<file path="src/rtl/equiv_checker_delay_line.sv">
// Shift register carrying {valid, stim} alongside the DUT pipelines.
// Latency: DEPTH cycles; DEPTH=0 is a combinational pass-through.
// Backpressure: none; shifts every cycle, synchronous clear via rst_i or clr_i.
//
// Ports:
//   clk_i, rst_i  clock and synchronous active-high reset
//   clr_i         synchronous clear (asserted when a run starts)
//   vld_i/stim_i  tag entering the line (this cycle's stimulus)
//   vld_o/stim_o  tag leaving the line, DEPTH cycles later
module equiv_delay_line #(
  parameter int W     = 2,
  parameter int DEPTH = 2
) (
  input  logic         clk_i,
  input  logic         rst_i,
  input  logic         clr_i,
  input  logic         vld_i,
  input  logic [W-1:0] stim_i,
  output logic         vld_o,
  output logic [W-1:0] stim_o
);

  generate
    if (DEPTH == 0) begin : g_pass
      assign vld_o  = vld_i;
      assign stim_o = stim_i;
      // Clock and clears have no state to act on in this configuration.
      logic unused_ctrl;
      assign unused_ctrl = ^{clk_i, rst_i, clr_i};
    end else begin : g_shift
      logic [W:0] stage_q [DEPTH];

      always_ff @(posedge clk_i) begin
        if (rst_i || clr_i) begin
          for (int i = 0; i < DEPTH; i++) stage_q[i] <= '0;
        end else begin
          stage_q[0] <= {vld_i, stim_i};
          for (int i = 1; i < DEPTH; i++) stage_q[i] <= stage_q[i-1];
        end
      end

      assign {vld_o, stim_o} = stage_q[DEPTH-1];
    end
  endgenerate

endmodule

</file>
<file path="config.mk">
export PLATFORM = sky130hd
export DESIGN_NAME = equiv_delay_line
export DESIGN_NICKNAME = d
export VERILOG_FILES = /design/src/rtl/equiv_checker_delay_line.sv
export SDC_FILE = /design/constraint.sdc
export NUM_CORES = 1
export LEC_CHECK = 0
export ABC_AREA = 1
export ABC_CLOCK_PERIOD_IN_PS = 800
export BUFFER_PORTS_ARGS = -buffer_cell sky130_fd_sc_hd__buf_2
export CAP_MARGIN = 40
export CORE_AREA = 2 2 39 41
export DETAILED_ROUTE_END_ITERATION = 10
export DIE_AREA = 0 0 41 43
export GPL_ROUTABILITY_DRIVEN = 0
export SYNTH_ARGS = -nofsm -noshare
export SYNTH_HDL_FRONTEND = slang
export SYNTH_SLANG_ARGS = --single-unit
</file>
<file path="constraint.sdc">
create_clock -name clk_i -period 0.8 [get_ports clk_i]
set_input_delay 0.08 -clock clk_i [delete_from_list [all_inputs] [get_ports clk_i]]
set_output_delay 0.08 -clock clk_i [all_outputs]
set_load 0.005 [all_outputs]
</file>
==> impl_metrics.yaml <==
drt:
  ant_nets: 0
  vias: 135
  drt_wl_total_um: 283
  viasPerCell: 2.81
  drc: 0
  firstDrtPassIters: 2
  routedWlPerCell_um: 5.90
  drtIter0Drc: 3
worst_hold_path:
  min_path_type: "input pin to register"
  holdCritStartpoint: "stim_i[0]"
placement:
  post-dp-hpwl_um: 203
  io_buffers: 8
sta:
  hold_viol: 0
  period_needed_ns: 0.735
  tightest_slew_ns: 0.115
  rsz0062_at_grt: "no"
  whs_ns: 0.0539
  finalSetupViolCount: 0
  drv_slew: 0
  setup_tns_ns: 0
  fmax_mhz: 1360
  fin_skew_ns: 0.00165
  relSlewSlack_pct: 92.3
  fin_crit_sh_pct: 91.8
global_routing:
  grt_util_met3_pct: 7.85
  grt_pass1_wl_um: 441
  grt_pass1_vias: 111
  antenna_found_initial: 0
  overflow: 0
  globalRouteMet2Util_pct: 4.38
  grt_busiest_layer: "met3"
  grt.total_usage_pct: 5.04
  use_met1_pct: 3.90
  grt_max_degree: 7
synthesis:
  synth_area_um2: 214
  synth_nets: 29
  synth-adder-area-share_pct: 0
  synth_xor_area_share_pct: 0
  synthSimpleGateAreaFrac_pct: 22.8
  ys_ff_latch: 6
  synth_top_family_by_area: "simple AND/OR/NAND/NOR gates"
  synth.distinct_cells: 6
  synthMuxAreaShare_pct: 0
  synth-compound-area-share_pct: 0
  postSynthCellCount: 23
  avgSynthCellArea_um2: 9.30
  yosys_warnings: 0
  synth_seq_area_share_pct: 56.1
floorplanning:
  start_util_pct: 15.5
  core_area_um2: 1380
  rows: 14
  dieWidth_um: 41
  die_area_um2: 1760
  die_h_um: 43
  io_pins: 9
clock_tree:
  cts_buffers: 3
  post_cts_buffers: 0
  ctsHoldBuffers: 0
  clock-sinks: 6
  cts_root_buffer: "clkbuf_4"
  clock_path_buffers: 2
  htree_num_levels: 1
  clkLatencyLatePin_ns: 0.24
  cts_tree: "built"
  clkTransAtPathRegs_ns: 0.04
  ctsResizeCount: 0
layout:
  largest_registers: "g_shift.stage_q: 6 flops"
  num-nets-final: 40
  largest_reg_flops: 6
  largest-register: "g_shift.stage_q"
  area_delta_synth_final_pct: 31.6
  n_fill_cell: 160
  diodes: 0
  drive_above_1_share_pct: 62.5
critical_path:
  path_max_fanout: 1
  worstPathCellList: "buf_2"
  startpoint: "g_shift.stage_q[0][5]"
  crit_type: "register to primary output"
  cp_slowest_cell: "dfxtp_1"
  cp-start-kind: "register"
  critPathRequiredTime_ns: 0.72
  crit_family: "flip-flops"
  crit_arrival_ns: 0.65
  worstReg2RegStart: "g_shift.stage_q[0][1]"
  cp-end-kind: "primary output"
  slowest_delay_ns: 0.29
  worst-path-buf-inv: 1
power_and_ir_drop:
  total_power_uw: 631
  leakagePower_uw: 0.000144
  ir_drop_mv: 0.590
  p_per_area_nw_per_um2: 2240
run:
  maxCapViolCount: 0
status:
  outcome: "finished clean"
-- cell usage after synthesis --
library cell  n  area [um^2]
nand2_4       1         11.3
inv_2         2         7.51
dfxtp_1       6          120
inv_1         6         22.5
buf_4         2         15.0
nor2_2        6         37.5
-- cell families after synthesis --
group,count (synthesis)
flip-flops,6
AND/OR/NAND/NOR,7
buffers and inverters,10
-- layer usage --
layer	wire (um)	part of all wire (%)	vias up
met5	0	0	-
met4	0	0	0
met3	56	20	0
met2	118	42	11
met1	108	38	47
li1	-	-	77
-- metrics by stage --
step / instance area (um^2) / util [%] / cells / setup slack [ns]
2_1_floorplan: 214 / - / 23 / 0.327
3_3_place_gp: 259 / 18.7 / 45 / 0.329
6_report: 282 / 20.3 / 48 / 0.0653
4_1_cts: 282 / 20.3 / 48 / 0.0574
3_5_place_dp: 259 / 18.7 / 45 / 0.320
5_1_grt: 282 / 20.3 / 48 / 0.0288
-- path summary, 6_finish.rpt --
check | slack (ns) | to | cells past startpoint
max reg2reg | 0.32 | g_shift.stage_q[0][4] | 2
min reg2reg | 0.42 | g_shift.stage_q[0][5] | 2
min | 0.05 | g_shift.stage_q[0][0] | 3
max | 0.07 | vld_o | 1
-- layout make-up --
cell class / instances / area, um^2 / share of cell area (%)
Clock buffer: 3 / 22.5 / 8.00
Inverter: 8 / 30.0 / 10.7
Multi-Input combinational cell: 7 / 48.8 / 17.3
Sequential cell: 6 / 120 / 42.7
Tap cell: 16 / 20.0 / 7.11
Timing Repair Buffer: 8 / 40.0 / 14.2
-- cells in the final DEF (no fill, tap or decap) --
cell / n
buf_2: 8
inv_1: 6
nor2_2: 6
dfxtp_1: 6
clkbuf_4: 3
inv_2: 2
nand2_4: 1
-- where the power goes --
group	internal [uW]	total [uW]	leakage [uW]	switching, uW
Sequential	309	310	0.0000489	1.72
Clock	170	280	0.0000138	110
Combinational	18.5	41.2	0.0000812	22.7
Note: power is estimated with default switching activity, not from simulation.
